$ cat src/rtl/mem_arbiter_pkg.sv
// -----------------------------------------------------------------------------
// mem_arbiter_pkg
// Shared definitions for the memory arbiter and the CPU top that instantiates it.
//   AW_DEF / DW_DEF : default address / data widths of the CPU bus.
//   MAX_WAIT_DEF    : default number of denied host cycles before host priority.
//   CNT_W           : width of the host starvation counter.
//   gnt_e           : grant encoding (GNT_NONE, GNT_CPU, GNT_HOST).
// -----------------------------------------------------------------------------
package mem_arbiter_pkg;

  localparam int AW_DEF       = 6;
  localparam int DW_DEF       = 8;
  localparam int MAX_WAIT_DEF = 4;
  localparam int CNT_W        = 4;

  typedef enum logic [1:0] {
    GNT_NONE = 2'd0,
    GNT_CPU  = 2'd1,
    GNT_HOST = 2'd2
  } gnt_e;

endpackage

$ cat src/rtl/arb_wait_counter.sv
// -----------------------------------------------------------------------------
// arb_wait_counter
// Counts consecutive cycles in which the host was denied the memory.
// The count saturates at MAX_WAIT. When it sits at MAX_WAIT, force_host tells
// the arbiter to give the next slot to the host.
// Ports:
//   clk, reset  : clock and asynchronous active-low reset.
//   clr         : clear the count (host granted, or host not requesting).
//   inc         : host requesting but denied this cycle.
//   force_host  : count has reached MAX_WAIT.
// MAX_WAIT must lie in 1..15 so that it fits the 4-bit counter.
// -----------------------------------------------------------------------------
module arb_wait_counter
  import mem_arbiter_pkg::*;
#(
  parameter int MAX_WAIT = MAX_WAIT_DEF
) (
  input  logic clk,
  input  logic reset,
  input  logic clr,
  input  logic inc,
  output logic force_host
);

  localparam logic [CNT_W-1:0] MAX_CNT = CNT_W'(MAX_WAIT);

  logic [CNT_W-1:0] cnt;

  // NOTE: sequential state uses non-blocking assignments so every register
  // samples the pre-edge values, whatever the order the blocks are evaluated in.
  always_ff @(posedge clk or negedge reset) begin
    if (!reset) begin
      cnt <= '0;
    end else if (clr) begin
      cnt <= '0;
    end else if (inc && (cnt != MAX_CNT)) begin
      cnt <= cnt + CNT_W'(1);
    end
  end

  assign force_host = (cnt == MAX_CNT);

endmodule

$ cat src/rtl/mem_arbiter.sv
// -----------------------------------------------------------------------------
// mem_arbiter
// Shares the single-port program/data memory between the CPU bus and a host
// loader/debug port. The CPU wins by default. After MAX_WAIT consecutive denied
// host cycles, the host is given one slot, and the CPU is stalled by cpu_hold.
// Ports:
//   clk, reset          : clock, asynchronous active-low reset.
//   cpu_rd/wr/adr/wdata : CPU bus request.  cpu_rdata = mem_rdata.
//   cpu_hold            : CPU denied this cycle; it must freeze its request.
//   host_req/wr/adr/wdata : host request (one access per grant).
//   host_gnt            : host access performed this cycle.
//   host_rdata/rvalid   : registered host read data, one-cycle valid pulse.
//   mem_*               : memory port (mem_rdata is combinational in mem_rd).
//   err                 : sticky flag, set by cpu_rd & cpu_wr together.
// -----------------------------------------------------------------------------
module mem_arbiter
  import mem_arbiter_pkg::*;
#(
  parameter int AW       = AW_DEF,
  parameter int DW       = DW_DEF,
  parameter int MAX_WAIT = MAX_WAIT_DEF
) (
  input  logic          clk,
  input  logic          reset,
  input  logic          cpu_rd,
  input  logic          cpu_wr,
  input  logic [AW-1:0] cpu_adr,
  input  logic [DW-1:0] cpu_wdata,
  output logic [DW-1:0] cpu_rdata,
  output logic          cpu_hold,
  input  logic          host_req,
  input  logic          host_wr,
  input  logic [AW-1:0] host_adr,
  input  logic [DW-1:0] host_wdata,
  output logic          host_gnt,
  output logic [DW-1:0] host_rdata,
  output logic          host_rvalid,
  output logic [AW-1:0] mem_adr,
  output logic          mem_rd,
  output logic          mem_wr,
  output logic [DW-1:0] mem_wdata,
  input  logic [DW-1:0] mem_rdata,
  output logic          err
);

  logic cpu_illegal;
  logic cpu_req;
  logic force_host;
  gnt_e gnt;

  // A cycle with both CPU strobes is flagged and then ignored, so the host
  // may take the slot.
  assign cpu_illegal = cpu_rd & cpu_wr;
  assign cpu_req     = (cpu_rd | cpu_wr) & ~cpu_illegal;

  arb_wait_counter #(.MAX_WAIT(MAX_WAIT)) u_wait_counter (
    .clk        (clk),
    .reset      (reset),
    .clr        ((gnt == GNT_HOST) | ~host_req),
    .inc        (host_req & (gnt == GNT_CPU)),
    .force_host (force_host)
  );

  always_comb begin
    gnt = GNT_NONE;
    if (cpu_req && !(host_req && force_host)) begin
      gnt = GNT_CPU;
    end else if (host_req) begin
      gnt = GNT_HOST;
    end
  end

  // NOTE: every output of this block gets a default first, so no path leaves
  // one unassigned and no latch is inferred.
  always_comb begin
    mem_adr   = '0;
    mem_wdata = '0;
    mem_rd    = 1'b0;
    mem_wr    = 1'b0;
    cpu_hold  = 1'b0;
    host_gnt  = 1'b0;
    unique case (gnt)
      GNT_CPU: begin
        mem_adr   = cpu_adr;
        mem_wdata = cpu_wdata;
        mem_rd    = cpu_rd & ~cpu_wr;
        mem_wr    = cpu_wr & ~cpu_rd;
      end
      GNT_HOST: begin
        mem_adr   = host_adr;
        mem_wdata = host_wdata;
        mem_rd    = ~host_wr;
        mem_wr    = host_wr;
        host_gnt  = 1'b1;
        cpu_hold  = cpu_req;
      end
      default: ;
    endcase
  end

  assign cpu_rdata = mem_rdata;

  // Host read data is captured on the edge that closes the grant. A read that
  // is cut off by reset never produces rvalid.
  always_ff @(posedge clk or negedge reset) begin
    if (!reset) begin
      host_rdata  <= '0;
      host_rvalid <= 1'b0;
    end else begin
      host_rvalid <= 1'b0;
      if ((gnt == GNT_HOST) && !host_wr) begin
        host_rdata  <= mem_rdata;
        host_rvalid <= 1'b1;
      end
    end
  end

  always_ff @(posedge clk or negedge reset) begin
    if (!reset) begin
      err <= 1'b0;
    end else if (cpu_illegal) begin
      err <= 1'b1;
    end
  end

endmodule

$ cat config.mk
export PLATFORM = sky130hd
export DESIGN_NAME = mem_arbiter
export DESIGN_NICKNAME = d
export VERILOG_FILES = /design/src/rtl/mem_arbiter_pkg.sv /design/src/rtl/arb_wait_counter.sv /design/src/rtl/mem_arbiter.sv
export SDC_FILE = /design/constraint.sdc
export NUM_CORES = 1
export LEC_CHECK = 0
export ABC_AREA = 1
export CORE_MARGIN = 10
export CORE_UTILIZATION = 30
export DETAILED_ROUTE_END_ITERATION = 8
export PLACE_DENSITY = 0.78
export SYNTH_ARGS = -nofsm -noshare
export SYNTH_HDL_FRONTEND = slang
export SYNTH_HIERARCHICAL = 1
export SYNTH_SLANG_ARGS = --single-unit
$ cat constraint.sdc
create_clock -name clk -period 2.2 [get_ports clk]
set_input_delay 0.66 -clock clk [delete_from_list [all_inputs] [get_ports clk]]
set_output_delay 0.66 -clock clk [all_outputs]
set_load 0.1 [all_outputs]
==> impl_metrics.tcl <==
set metrics [dict create \
    status "finished, violations left" \
    violations "negative setup slack" \
    areaGrowthSynthToFinish_pct 180 \
    fin_nets 288 \
    initial_utilization 0.321 \
    use_met2 0.314 \
    antenna_cells 0 \
    antenna_found_initial 0 \
    syn-cell-area_sq_um 995 \
    num_vias 1394 \
    maxCapViolCount 0 \
    core_sq_um 3100 \
    worstSetupPathType "reg2out" \
    grt_pass1_wl_microns 8510 \
    synth_fp_nets 189 \
    cts-root-buf "clkbuf_4" \
    boundaryPins 78 \
    final.setup_skew_ns 0.00304 \
    drt_iter0_markers 19 \
    rsz0062_at_grt "yes" \
    avgSynthCellArea_sq_um 7.00 \
    fin_crit_sh 1.16 \
    fin_ws_ns -0.353 \
    synth.distinct_cells 18 \
    relSlewSlack 0.574 \
    viasPerCell 4.91 \
    overflow 0 \
    mostFrequentLayoutCell "clkdlybuf4s50_1" \
    cts_made_buffers 3 \
    ys_ff_latch 14 \
    critPathCaptureType "output pin" \
    cts.sinks 14 \
    fin_crit_ns 2.55 \
    grt_pass1_vias 1567 \
    cp-start-kind "flop" \
    grt_max_degree 15 \
    die_y_microns 77.6 \
    placedCellCount 268 \
    clock_path_buffers 2 \
    setup_tns_ns -5.90 \
    utilization 0.897 \
    synth-xor-area-share 0 \
    nFillCells 149 \
    die_w_microns 77.6 \
    dr.pass1.iters 4 \
    ys.warnings.count 6 \
    synth_top_family_by_area "simple AND/OR/NAND/NOR gates" \
    gp_congestion 0.726 \
    rows 20 \
    ant_nets 0 \
    synthCells 142 \
    cts_tree "built" \
    p_leak_uw 0.00127 \
    grt_use_total 0.173 \
    synthAdderAreaFrac 0.0629 \
    drive_gt1_frac 0.546 \
    wl_per_cell_microns 19.6 \
    met1_usage 0.182 \
    io_buffers 77 \
    layout_common_cells "38 x clkdlybuf4s50_1, 34 x buf_4, 30 x buf_12" \
    use_met3 0.0645 \
    peakVddDrop_uv 625 \
    min_path_type "reg2reg" \
    hpwl_microns 4010 \
    fmax_mhz 392 \
    drc_errors 0 \
    ctsHoldBuffers 0 \
    insertion_delay_ns 0.28 \
    muxShareOfSynthArea 0 \
    synth_compound_area_frac 0.0201 \
    final_cells 284 \
    ys_seq_area_frac 0.352 \
    p_per_area_nw_per_um2 609 \
    arrival_ns 1.89 \
    grt.busiest_layer "met2" \
    slew_viol_final 0 \
    synth-simple-area-share 0.418 \
    drt_wl_total_microns 5580 \
    clkTransAtPathRegs_ns 0.09 \
    crit_fanout 6 \
    final-hold-violation-count 0 \
    tightest_slew_ns 0.638 \
    finalSetupViolCount 18 \
    cp.required_ns 1.54 \
    htree_levels 1 \
    die_area_sq_um 6020 \
]
## cell type report
type                       count  area (sq um)  share of cell area
timing repair buffer         105          1250               0.451
multi-input combinational    103           997               0.358
sequential                    14           350               0.126
inverter                      13          77.6              0.0279
tap                           44          55.1              0.0198
clock buffer                   4          36.3              0.0130
timing repair inverter         1          11.3             0.00405
## final timing paths
check	start	endpoint	slack, ns	cells after the start
worst min register to register	host_rdata[4]	host_rdata[4]	0.49	2
worst max register to register	u_wait_counter/cnt[0]	u_wait_counter/cnt[1]	0.27	13
worst min-delay path	host_rdata[4]	host_rdata[4]	0.49	2
worst max-delay path	u_wait_counter/cnt[0]	mem_wdata[4]	-0.35	12
max in group asynchronous	reset	host_rdata[1]	1.03	1
min in group asynchronous	reset	host_rdata[2]	0.76	1
## critical path, cell delays in order (launching register included)
cell	delay, ns
dfrtp_1	0.41
inv_2	0.09
ha_4	0.14
nand2_4	0.06
nor2_4	0.11
nand2_2	0.08
nand2_4	0.10
nand2_4	0.07
inv_6	0.08
buf_12	0.16
nand2_4	0.08
nand2_8	0.07
buf_12	0.16
## repair_timing
action	4_1_cts	5_1_grt
setup endpoints to repair	22	18
pin swaps	13	6
resized for setup	46	1
buffers inserted	6	5
gates cloned	1	0
## flip-flops by register name, indices dropped and copies added (netlist names)
name / cells
host_rdata: 8
u_wait_counter/cnt: 4
err: 1
host_rvalid: 1
## through the flow
stage	hold slack [ns]	instance area, sq um	power, uW	worst slack, ns
after floorplan	0.364	1390	1060	-0.160
after global placement	0.458	2510	1430	-0.752
after detailed placement	0.463	2510	1450	-0.805
after CTS	0.483	2740	1690	-0.345
after global routing	0.520	2780	1750	-0.434
final	0.486	2780	1700	-0.353
## kinds of logic after synthesis
kind of cell | count (synthesis)
flip-flops | 14
AND/OR/NAND/NOR | 94
buffers and inverters | 25
AO/OA/AOI/OAI | 4
adder cells (fa/ha/maj) | 5
## layer usage
metal | vias up | routed length (microns)
li1 | 636 | -
met1 | 669 | 2120
met2 | 83 | 2850
met3 | 6 | 554
met4 | 0 | 59
met5 | - | 0
## power by group
part | switching [uW] | internal, uW
Combinational | 807 | 391
Clock | 88.0 | 101
Sequential | 20.5 | 289
## cells in the mapped netlist
library cell	number	area, sq um
nor2_2	2	12.5
or2_2	2	12.5
nand3_1	3	15.0
buf_6	2	22.5
nand3_4	1	17.5
buf_2	1	5.00
buf_4	9	67.6
dfrtp_1	14	350
o21ai_0	4	20.0
inv_1	10	37.5
clkinv_1	1	3.75
inv_4	1	6.26
nor2_1	1	3.75
inv_2	1	3.75
nand2_1	73	274
nand4_1	11	68.8
ha_1	5	62.6
nor2_4	1	11.3
No activity file was read; power rests on OpenSTA's default activity.
